## src/rtl/dpsk_mod_pkg.sv

```systemverilog
// Shared dpsk path constants and FSM state type; the cosine generator uses the same values.
package dpsk_mod_pkg;

    localparam int unsigned DATA_W            = 8;
    localparam int unsigned SAMPLES_PER_CYCLE = 20;
    localparam int unsigned MID_LEVEL         = 128;

    typedef enum logic {
        IDLE = 1'b0,
        RUN  = 1'b1
    } state_t;

endpackage

```

## src/rtl/dpsk_mod_if.sv

```systemverilog
// Serial bit stream handshake feeding the dpsk modulator.
interface dpsk_mod_if;

    logic bit_in;
    logic bit_valid;
    logic bit_ready;

    modport master (output bit_in, output bit_valid, input bit_ready);
    modport slave  (input bit_in, input bit_valid, output bit_ready);

endinterface

```

## src/rtl/dpsk_mod_diff_encoder.sv

```systemverilog
// Differential reference register: loads ref ^ bit_in on each accepted bit.
module dpsk_mod_diff_encoder (
    input  logic clk,
    input  logic rst,
    input  logic load,
    input  logic bit_in,
    output logic ref_bit
);

    logic enc_c;

    assign enc_c = ref_bit ^ bit_in;

    always_ff @(posedge clk or negedge rst) begin
        if (!rst) begin
            ref_bit <= 1'b0;
        end else if (load) begin
            ref_bit <= enc_c;
        end
    end

endmodule

```

## src/rtl/dpsk_mod.sv

```systemverilog
// DPSK modulator: passes or inverts the carrier according to the differentially encoded bit.
module dpsk_mod
    import dpsk_mod_pkg::*;
#(
    parameter int unsigned CYCLES_PER_BIT = 4
) (
    input  logic              clk,
    input  logic              rst,
    dpsk_mod_if.slave         bs,
    input  logic [DATA_W-1:0] carrier_in,
    output logic [DATA_W-1:0] mod_out,
    output logic              mod_valid,
    output logic              enc_bit,
    output logic              underrun
);

    localparam int unsigned SPB   = SAMPLES_PER_CYCLE * CYCLES_PER_BIT;
    localparam int unsigned CNT_W = $clog2(SPB);
    localparam logic [CNT_W-1:0] LAST_CNT = CNT_W'(SPB - 1);

    state_t            state, state_d;
    logic [CNT_W-1:0]  sample_cnt, sample_cnt_d;
    logic [DATA_W-1:0] mod_out_d;
    logic              mod_valid_d;
    logic              underrun_d;
    logic              at_last;
    logic              accept;

    assign at_last      = (sample_cnt == LAST_CNT);
    assign bs.bit_ready = rst & ((state == IDLE) | ((state == RUN) & at_last));
    assign accept       = bs.bit_valid & bs.bit_ready;

    dpsk_mod_diff_encoder u_diff_encoder (
        .clk     (clk),
        .rst     (rst),
        .load    (accept),
        .bit_in  (bs.bit_in),
        .ref_bit (enc_bit)
    );

    always_ff @(posedge clk or negedge rst) begin
        if (!rst) begin
            state      <= IDLE;
            sample_cnt <= '0;
            mod_out    <= DATA_W'(MID_LEVEL);
            mod_valid  <= 1'b0;
            underrun   <= 1'b0;
        end else begin
            state      <= state_d;
            sample_cnt <= sample_cnt_d;
            mod_out    <= mod_out_d;
            mod_valid  <= mod_valid_d;
            underrun   <= underrun_d;
        end
    end

    // Boundary-crossing sample still uses the old enc_bit; the new one applies from the next cycle.
    always_comb begin
        state_d      = state;
        sample_cnt_d = sample_cnt;
        mod_out_d    = mod_out;
        mod_valid_d  = mod_valid;
        underrun_d   = 1'b0;
        case (state)
            IDLE: begin
                mod_out_d   = DATA_W'(MID_LEVEL);
                mod_valid_d = 1'b0;
                if (accept) begin
                    state_d      = RUN;
                    sample_cnt_d = '0;
                end
            end
            RUN: begin
                mod_out_d   = enc_bit ? ~carrier_in : carrier_in;
                mod_valid_d = 1'b1;
                if (!at_last) begin
                    sample_cnt_d = sample_cnt + CNT_W'(1);
                end else if (accept) begin
                    sample_cnt_d = '0;
                end else begin
                    state_d      = IDLE;
                    sample_cnt_d = '0;
                    underrun_d   = 1'b1;
                end
            end
            default: begin
                state_d = IDLE;
            end
        endcase
    end

endmodule

```

## src/flat_wrapper.sv

```systemverilog
// flat-port wrapper written by rule: the top's interface ports become plain ports
module dpsk_mod_flat import dpsk_mod_pkg::*;
#(
    parameter int unsigned CYCLES_PER_BIT = 4
)
  (clk, rst, carrier_in, mod_out, mod_valid, enc_bit, underrun, bs_bit_in, bs_bit_valid, bs_bit_ready);
  dpsk_mod_if bs_i ();
  input  logic clk;
  input  logic rst;
  input  logic [DATA_W-1:0] carrier_in;
  output logic [DATA_W-1:0] mod_out;
  output logic mod_valid;
  output logic enc_bit;
  output logic underrun;
  input wire logic [$bits(bs_i.bit_in)-1:0] bs_bit_in;
  input wire logic [$bits(bs_i.bit_valid)-1:0] bs_bit_valid;
  output wire logic [$bits(bs_i.bit_ready)-1:0] bs_bit_ready;
  assign bs_i.bit_in = bs_bit_in;
  assign bs_i.bit_valid = bs_bit_valid;
  assign bs_bit_ready = bs_i.bit_ready;
  dpsk_mod #(.CYCLES_PER_BIT(CYCLES_PER_BIT)) u_core (.clk(clk), .rst(rst), .bs(bs_i), .carrier_in(carrier_in), .mod_out(mod_out), .mod_valid(mod_valid), .enc_bit(enc_bit), .underrun(underrun));
endmodule
```

## config.mk

```make
export PLATFORM = sky130hd
export DESIGN_NAME = dpsk_mod_flat
export DESIGN_NICKNAME = d
export VERILOG_FILES = /design/src/rtl/dpsk_mod_pkg.sv /design/src/rtl/dpsk_mod_if.sv /design/src/rtl/dpsk_mod_diff_encoder.sv /design/src/rtl/dpsk_mod.sv /design/src/flat_wrapper.sv
export SDC_FILE = /design/constraint.sdc
export NUM_CORES = 1
export LEC_CHECK = 0
export BUFFER_PORTS_ARGS = -buffer_cell sky130_fd_sc_hd__buf_2
export CAP_MARGIN = 15
export CORE_ASPECT_RATIO = 0.8
export CORE_MARGIN = 2
export CORE_UTILIZATION = 40
export CTS_CLUSTER_SIZE = 20
export DETAILED_ROUTE_END_ITERATION = 8
export SLEW_MARGIN = 20
export SYNTH_ARGS = -nofsm -noshare
export SYNTH_HDL_FRONTEND = slang
export SYNTH_SLANG_ARGS = --single-unit
export TNS_END_PERCENT = 5
```

## constraint.sdc

```tcl
create_clock -name clk -period 1.95 [get_ports clk]
set_input_delay 0.4875 -clock clk [delete_from_list [all_inputs] [get_ports clk]]
set_output_delay 0.4875 -clock clk [all_outputs]
set_load 0.005 [all_outputs]
```

==> flow_summary.ini, run 1 <==
[global_routing]
grt_pass1_wl_mm = 2.75
overflow = 0
first_global_vias = 616
grt_max_degree = 19
track_usage_pct = 14.3
antenna_found_initial = 0

[sta]
post-route-min-period_ns = 1.89
finalMaxSlewViolations = 0
hold_ws_ns = 0.0150
fmax_ghz = 0.529
relSlewSlack_pct = 64.8
rsz0062_at_grt = yes
finalHoldViolCount = 0
fin_skew_ns = 0.0104
tightest_slew_ns = 0.529
setup_violations = 0
period_share_pct = 96.9

[logic_synthesis]
synth_flop_cell = dfrtp_1
ys_ff_latch = 19
async_flop_share_pct = 100
synth_top_area_cell = dfrtp_1
yosysUniqueCellTypes = 26
synthCells = 78
synth-edff-count = 0
synth.most_common_cell = dfrtp_1
syn-num-nets = 91
synth_area_leaders = dfrtp_1, xor2_1, and2_1
synth_common_cells = dfrtp_1, nand2_1, xor2_1, and2_1
ys_warn_count = 0
synth-seq-area-share_pct = 54.7
synth_top_cell_area_share_pct = 51.6
syn_avg_cell_area_um2 = 11.2
syn_area_um2 = 872

[finish]
fin_nets = 124
drive_gt1_share_pct = 38.2
syn_to_final_growth_pct = 29.8
final_cell_area_um2 = 1130
fin_util_pct = 53.9
diodes = 0

[detailed_routing]
drt-total-wl_mm = 1.60
antenna_left = 0
wl_per_cell_um = 11.8
first_iter_violations = 7
vias = 663
routed_via_density = 4.91
drc_errors = 0
dr.pass1.iters = 4

[die]
dieHeight_um = 45.8
io_pins = 24
die_area_um2 = 2570
initial_utilization_pct = 41.5
core-area_um2 = 2100
fp-row-count = 15
dieWidth_um = 56.2

[critical_path]
cp_max_fo = 2
timing.rr.end = u_core.u_diff_encoder.ref_bit$_DFFE_PN0P_
path_class = register to primary output
critPathBufInv = 1
r2r_cells = 5
reg2reg_slack_ns = 0.44
reg2reg_from = u_core.sample_cnt[0]$_DFFE_PN0P_
slowest_stage = dfrtp_1
cp-startpoint = u_core.sample_cnt[0]$_DFFE_PN0P_
max_stage_delay_ns = 0.41
endpoint_kind = primary output
worstPathCellList = ha_4, nand3_4, o31ai_4, and2_4, buf_6
cp.arrival_ns = 1.40
crit_family = flip-flops
cp-start-kind = register
crit_required_ns = 1.46

[clocking]
clk_pin_slew_ns = 0.11
ctsHoldBuffers = 0
cts_inserted_buffers = 3
clkLatencyLatePin_ns = 0.29
cts_tree = built
cts_sinks = 19
cts.path.max_buffers = 2
cts_root_buf = clkbuf_4
htreeDepth = 1

[pwr]
p_leak_nw = 0.543
irDropWorstVdd_mv = 0.474
power.density_nw_per_um2 = 569

[placement]
dpl_cell_area_um2 = 1040
gp_congestion = 0.727
hpwl_mm = 1.16
port_buffers = 23

[run_status]
status = finished, final reports clean

[hold_path]
hp-class = input pin to asynchronous set/reset pin

[flow_run]
maxCapViolCount = 0
## stage by stage
stage          power, mW  setup WS (ns)  instances  setup TNS, ns
2_1_floorplan      0.426          0.249         78              0
4_1_cts            0.654        0.00381        134              0
6_report           0.644         0.0600        135              0
3_3_place_gp       0.458          0.206        127              0
3_5_place_dp       0.459          0.162        127              0
5_1_grt            0.684        -0.0535        135        -0.0535
## timing repair
item / in CTS / in global routing
pin swaps: 3 / 2
setup endpoints to repair: 1 / 1
buffers inserted: 3 / 1
gates resized for setup: 3 / 3
## kinds of logic after synthesis
logic type / share of synthesized area [%]
AND/OR/NAND/NOR: 19.4
XOR/XNOR: 11.0
buffers and inverters: 2.01
AO/OA/AOI/OAI: 11.5
flip-flops: 54.7
adder cells (fa/ha/maj): 1.43
## layout make-up
class | count | area, um2
Tap cell | 25 | 31.3
Clock buffer | 4 | 26.3
Multi-Input combinational cell | 55 | 409
Sequential cell | 19 | 477
Timing Repair Buffer | 32 | 189
Fill cell | 197 | 970
## how the worst max path moves through the flow
stage | endpoint | cells after the start
final | bs_bit_ready | 5
after detailed placement | bs_bit_ready | 5
after global routing | bs_bit_ready | 5
after CTS | bs_bit_ready | 5
after floorplan | bs_bit_ready | 4
after global placement | bs_bit_ready | 5
## layout by cell type (no fill, tap or decap), types with 3 or more instances in the layout
master | synthesis | routed
and2_1 | 9 | 8
buf_2 | 2 | 22
buf_4 | 0 | 9
clkbuf_4 | 0 | 3
dfrtp_1 | 18 | 18
nand2_1 | 11 | 11
nand3_1 | 3 | 3
o211ai_1 | 3 | 3
o21ai_0 | 3 | 3
xor2_1 | 10 | 10
## registers in the layout, summed over array words and instances, names as in the netlist
register / cells
u_core.mod_out: 8
u_core.sample_cnt: 7
u_core.mod_valid: 1
u_core.state: 1
u_core.u_diff_encoder.ref_bit: 1
u_core.underrun: 1
## report_power, final
part	switching [mW]	internal (mW)	leakage, nW
clock	0.114	0.0795	0.0150
combinational	0.0217	0.0239	0.308
sequential	0.00200	0.403	0.220
total	0.138	0.506	0.543
## routing by layer
metal	routed length, um	global-route usage, %	vias to the layer above
met3	77	4.55	2
met5	0	0	-
li1	-	-	329
met1	704	17.7	316
met2	795	23.8	16
met4	19	5.71	0
Power figures use the tool's default switching activity.
==> inputs of run 2 (changes only) <==
Settings changed: SYNTH_HIERARCHICAL set to 1.
==> flow_summary.ini, run 2 <==
[clocking]
clkLatencyLatePin_ns = 0.29
ctsHoldBuffers = 0
cts_inserted_buffers = 3
cts.path.max_buffers = 2
cts_tree = built
clk_pin_slew_ns = 0.11
htreeDepth = 1
cts_sinks = 19
cts_root_buf = clkbuf_4

[critical_path]
cp_max_fo = 5
reg2reg_slack_ns = 0.43
timing.rr.end = u_core/u_diff_encoder/ref_bit$_DFFE_PN0P_
r2r_cells = 7
path_class = register to primary output
cp-start-kind = register
crit_required_ns = 1.46
reg2reg_from = u_core/sample_cnt[1]$_DFFE_PN0P_
cp.arrival_ns = 1.46
endpoint_kind = primary output

[finish]
final_cell_area_um2 = 1110
final_cell_mix = buf_2, dfrtp_1, nand2_1, and2_1
diodes = 0
drive_gt1_share_pct = 35.5
largest_reg_flops = 8
syn_to_final_growth_pct = 25.3
layout_commonest_cell = buf_2
largest-register = u_core/mod_out
reg_top3 = u_core/mod_out: 8 flops, u_core/sample_cnt: 7 flops
fin_nets = 124

[detailed_routing]
drc_errors = 0
vias = 662
drt-total-wl_mm = 1.64
first_iter_violations = 9
routed_via_density = 4.90
wl_per_cell_um = 12.1
antenna_left = 0
dr.pass1.iters = 4

[placement]
port_buffers = 23
dpl_cell_area_um2 = 1050
hpwl_mm = 1.17
gp_congestion = 0.777

[pwr]
p_switching_uw = 138
p_int_uw = 506
irDropWorstVdd_mv = 0.493
pwr-share-clk_pct = 30.1
p_leak_nw = 0.549
p_comb_share_pct = 7.0
p_sw_share_pct = 21.4
p_seq_share_pct = 62.9
power.density_nw_per_um2 = 580

[die]
core-area_um2 = 2120
dieHeight_um = 46.1
die_area_um2 = 2610
initial_utilization_pct = 41.7
io_pins = 24
dieWidth_um = 56.6
fp-row-count = 15

[sta]
setup_violations = 0
fmax_ghz = 0.513
tightest_slew_ns = 0.463
finalMaxSlewViolations = 0
hold_ws_ns = 0.0184
relSlewSlack_pct = 69.2
post-route-min-period_ns = 1.95
rsz0062_at_grt = yes
period_share_pct = 100
finalHoldViolCount = 0
fin_skew_ns = 0.00719

[global_routing]
grtUsageMet1_pct = 19.1
grt_max_degree = 19
antenna_found_initial = 0
use_met3_pct = 6.18
overflow = 0
grt_pass1_wl_mm = 2.89
first_global_vias = 656
track_usage_pct = 14.9
grt-busiest-layer = met2
use_met2_pct = 23.7

[logic_synthesis]
syn-num-nets = 92
synth_flop_cell = dfrtp_1
ys_warn_count = 6
synth_top_area_cell = dfrtp_1
synth-edff-count = 0
syn_area_um2 = 885
async_flop_share_pct = 100
synth_area_leaders = dfrtp_1, xor2_1, and2_1
synthCells = 79
synth_top_cell_area_share_pct = 50.9
yosysUniqueCellTypes = 27
syn_avg_cell_area_um2 = 11.2
ys_ff_latch = 19
synth-seq-area-share_pct = 53.9
synth_common_cells = dfrtp_1, nand2_1, and2_1, xor2_1, o21ai_0
synth.most_common_cell = dfrtp_1

[run_status]
status = finished, final reports clean

[hold_path]
hp-class = input pin to asynchronous set/reset pin

[flow_run]
maxCapViolCount = 0
-- run 2: changes by cell type after synthesis, moves of 2 or more --
cell / previous run / this run
o31ai_1: 0 / 2
nand4b_1: 0 / 2
xor2_1: 10 / 7
o21ai_0: 3 / 5
o211ai_1: 3 / 1
-- run 2: worst max-delay path: stages, from the launching register on --
cell and delay, ns:
dfrtp_1 0.41, ha_4 0.17, nand3_4 0.11, o41ai_4 0.22, and2_1 0.16, buf_2 0.10
-- run 2: cell families after synthesis --
kind of cell               share of synthesized area, %
and+or+nand+nor                                    22.6
DFF                                                53.9
AOI/OAI and AO/OA                                  10.0
xor gates and xnor gates                           8.91
buffers and inverters                              1.98
muxes                                              1.13
adders and majority gates                          1.41
-- run 2: cell type report --
class / instances / area (um2)
well taps: 25 / 31.3
multi-input cells: 56 / 403
flip-flops and latches: 19 / 477
fillers: 202 / 1010
clock buffers: 4 / 26.3
inverters: 1 / 3.75
repair buffers: 30 / 168
-- run 2: layer usage --
layer  up-vias  wire length, um  part of all wire (%)
met2        18              759                    46
met3         2               79                   4.8
li1        332                -                     -
met5         -                0                     0
met1       310              779                    48
met4         0               17                   1.0
-- run 2: how the worst max path moves through the flow --
stage,depth (start not counted),endpoint,from,slack (ns)
after detailed placement,5,bs_bit_ready,u_core/sample_cnt[0]$_DFFE_PN0P_,0.21
after global placement,5,bs_bit_ready,u_core/sample_cnt[0]$_DFFE_PN0P_,0.24
final,5,bs_bit_ready,u_core/sample_cnt[1]$_DFFE_PN0P_,0.0005
after global routing,5,bs_bit_ready,u_core/sample_cnt[1]$_DFFE_PN0P_,-0.09
after floorplan,4,bs_bit_ready,u_core/sample_cnt[0]$_DFFE_PN0P_,0.28
after CTS,5,bs_bit_ready,u_core/sample_cnt[1]$_DFFE_PN0P_,-0.009
-- run 2: power groups by stage --
stage | logic (mW) | registers, mW | clock network [mW]
2_1_floorplan | 0.0110 | 0.414 | 0
3_3_place_gp | 0.0456 | 0.412 | 0
3_5_place_dp | 0.0465 | 0.412 | 0
4_1_cts | 0.0468 | 0.405 | 0.201
5_1_grt | 0.0515 | 0.405 | 0.223
6_report | 0.0451 | 0.404 | 0.194
-- run 2: metrics by stage --
| step | power, mW | util [%] | TNS (ns) | worst slack, ns | std cells |
|---|---|---|---|---|---|
| 2_1_floorplan | 0.425 | - | 0 | 0.282 | 79 |
| 3_3_place_gp | 0.458 | 49.4 | 0 | 0.243 | 128 |
| 3_5_place_dp | 0.459 | 49.4 | 0 | 0.211 | 128 |
| 4_1_cts | 0.653 | 52.3 | -0.00895 | -0.00895 | 135 |
| 5_1_grt | 0.680 | 52.3 | -0.0941 | -0.0941 | 135 |
| 6_report | 0.643 | 52.3 | 0 | 0.000541 | 135 |
-- run 2: timing repair --
action,CTS,global route
endpoints found under the setup margin,1,1
gates resized for setup,2,0
buffers inserted,3,0
pin swaps,1,0
==> inputs of run 3 (changes only) <==
Settings changed: ABC_AREA set to 1, PLACE_DENSITY set to 0.66.
Clock period 1.95 ns to 1.64 ns, I/O delays scaled along.
==> flow_summary.ini, run 3 <==
[run_status]
status = finished, violations left
failed_checks = setup timing

[critical_path]
path_class = register to primary output
critPathBufInv = 1
cp-startpoint = u_core/sample_cnt[1]$_DFFE_PN0P_
crit_required_ns = 1.23
slowest_stage = dfrtp_1
cp.arrival_ns = 1.33
max_stage_delay_ns = 0.38
worstPathCellList = ha_2, nand3_2, nor2_4, nor2_2, nor2_1, buf_2
reg2reg_from = u_core/sample_cnt[1]$_DFFE_PN0P_
r2r_cells = 9
critical_path_cell_count = 6
crit_family = flip-flops
cp_max_fo = 2
endpoint_kind = primary output
cp-start-kind = register

[sta]
fmax_ghz = 0.574
tightest_slew_ns = 0.355
fin_skew_ns = 0.00337
setup_violations = 1
fin_ws_ns = -0.102
finalMaxSlewViolations = 0
finalHoldViolCount = 0
period_share_pct = 106
post-route-min-period_ns = 1.74
fin_setup_tns_ns = -0.102
relSlewSlack_pct = 76.3
rsz0062_at_grt = yes

[die]
fp-row-count = 15
dieHeight_um = 45.9
die_area_um2 = 2590
core-area_um2 = 2120
dieWidth_um = 56.4
io_pins = 24
initial_utilization_pct = 41.4

[pwr]
p_leak_nw = 0.592
irDropWorstVdd_mv = 0.544
power.density_nw_per_um2 = 663

[clocking]
htreeDepth = 1
cts_root_buf = clkbuf_4
cts.path.max_buffers = 2
cts_sinks = 19
clk_pin_slew_ns = 0.10
ctsHoldBuffers = 0
cts_tree = built
cts_inserted_buffers = 3
clkLatencyLatePin_ns = 0.29

[logic_synthesis]
synth_top_cell_area_share_pct = 51.3
synth-seq-area-share_pct = 54.3
synth_top_area_cell = dfrtp_1
synthCells = 100
yosysUniqueCellTypes = 22
syn_avg_cell_area_um2 = 8.78
synth_area_leaders = dfrtp_1, nand2_1, inv_1
syn_area_um2 = 878
synth_common_cells = nand2_1, dfrtp_1, inv_1, o21ai_0
syn-num-nets = 113
synth_flop_cell = dfrtp_1
async_flop_share_pct = 100
ys_ff_latch = 19
synth.most_common_cell = nand2_1
ys_warn_count = 6
synth-edff-count = 0

[finish]
largest-register = u_core/mod_out
instances_no_fill = 163
reg_top3 = u_core/mod_out: 8 flops, u_core/sample_cnt: 7 flops
largest_reg_flops = 8
drive_gt1_share_pct = 36.2
final_cell_mix = buf_2, nand2_1, dfrtp_1, inv_1, buf_4
final_cell_area_um2 = 1150
syn_to_final_growth_pct = 30.8
diodes = 0
fin_nets = 152

[global_routing]
grt_pass1_wl_mm = 2.88
first_global_vias = 690
track_usage_pct = 14.9
antenna_found_initial = 0
grt_max_degree = 15
overflow = 0

[placement]
gp_congestion = 0.818
place_inst = 153
dpl_cell_area_um2 = 1070
post-place-ws_ns = 0.138
port_buffers = 23
hpwl_mm = 1.35

[hold_path]
hp-class = input pin to asynchronous set/reset pin

[detailed_routing]
antenna_left = 0
drc_errors = 0
vias = 769
wl_met3_um = 61
wl_met2_um = 900
wl_per_cell_um = 11.1
dr.pass1.iters = 2
drt-total-wl_mm = 1.81
routed_via_density = 4.72
dr.max_layer_used = met4
wl_met1_um = 833
first_iter_violations = 9

[flow_run]
maxCapViolCount = 0
run 3: cell types whose count changed after synthesis, sizes merged, moves of 3 or more:
cell,delta
a21oi,+7
and2,-8
inv,+13
nand2,+12
nand3,+4
nor2,+3
o21ai,+8
xor2,-7
run 3: area by class of cell:
class,instances,area (um2)
clock buffer,4,26.3
inverter,14,52.6
fill,204,972
sequential,19,477
multi-input combinational,65,349
timing repair buffer,36,213
tap,25,31.3
run 3: timing repair:
action / in CTS / in global routing
endpoints found under the setup margin: 1 / 1
pin swaps: 3 / 0
hold endpoints to repair: 0 / 0
resized for setup: 2 / 1
setup buffers: 4 / 2
run 3: cells by family after synthesis:
logic type / Yosys count / synth area share, %
flip-flops: 19 / 54.3
XOR/XNOR: 2 / 1.99
AND/OR/NAND/NOR: 39 / 20.5
buffers and inverters: 16 / 7.12
AO/OA/AOI/OAI: 23 / 14.7
adder cells (fa/ha/maj): 1 / 1.42
run 3: routing by layer:
layer / vias to the layer above / track usage (%)
li1: 399 / -
met1: 356 / 18.5
met2: 12 / 25.4
met3: 2 / 4.26
met4: 0 / 5.71
met5: - / 0
run 3: worst paths after layout:
kind,end,slack (ns)
worst max-delay path,bs_bit_ready,-0.10
worst min-delay path,u_core/sample_cnt[6]$_DFFE_PN0P_,0.04
worst max register to register,u_core/u_diff_encoder/ref_bit$_DFFE_PN0P_,0.20
worst min register to register,u_core/mod_out[1]$_DFF_PN0_,0.56
max in group asynchronous,u_core/mod_out[7]$_DFF_PN1_,1.38
min in group clk,u_core/mod_out[2]$_DFF_PN0_,0.29
run 3: report_power, final:
group          leakage [nW]  internal (mW)  total [mW]  switching (mW)
combinational         0.367         0.0237      0.0497          0.0260
clock                0.0150         0.0945       0.231           0.136
sequential            0.210          0.479       0.481         0.00217
run 3: through the flow:
step           total power, mW  hold slack (ns)  utilization (%)
2_1_floorplan            0.501            0.114                -
3_3_place_gp             0.540            0.365             50.3
3_5_place_dp             0.541            0.364             50.3
4_1_cts                  0.777           0.0344             53.3
5_1_grt                  0.805           0.0350             54.2
6_report                 0.761           0.0382             54.2
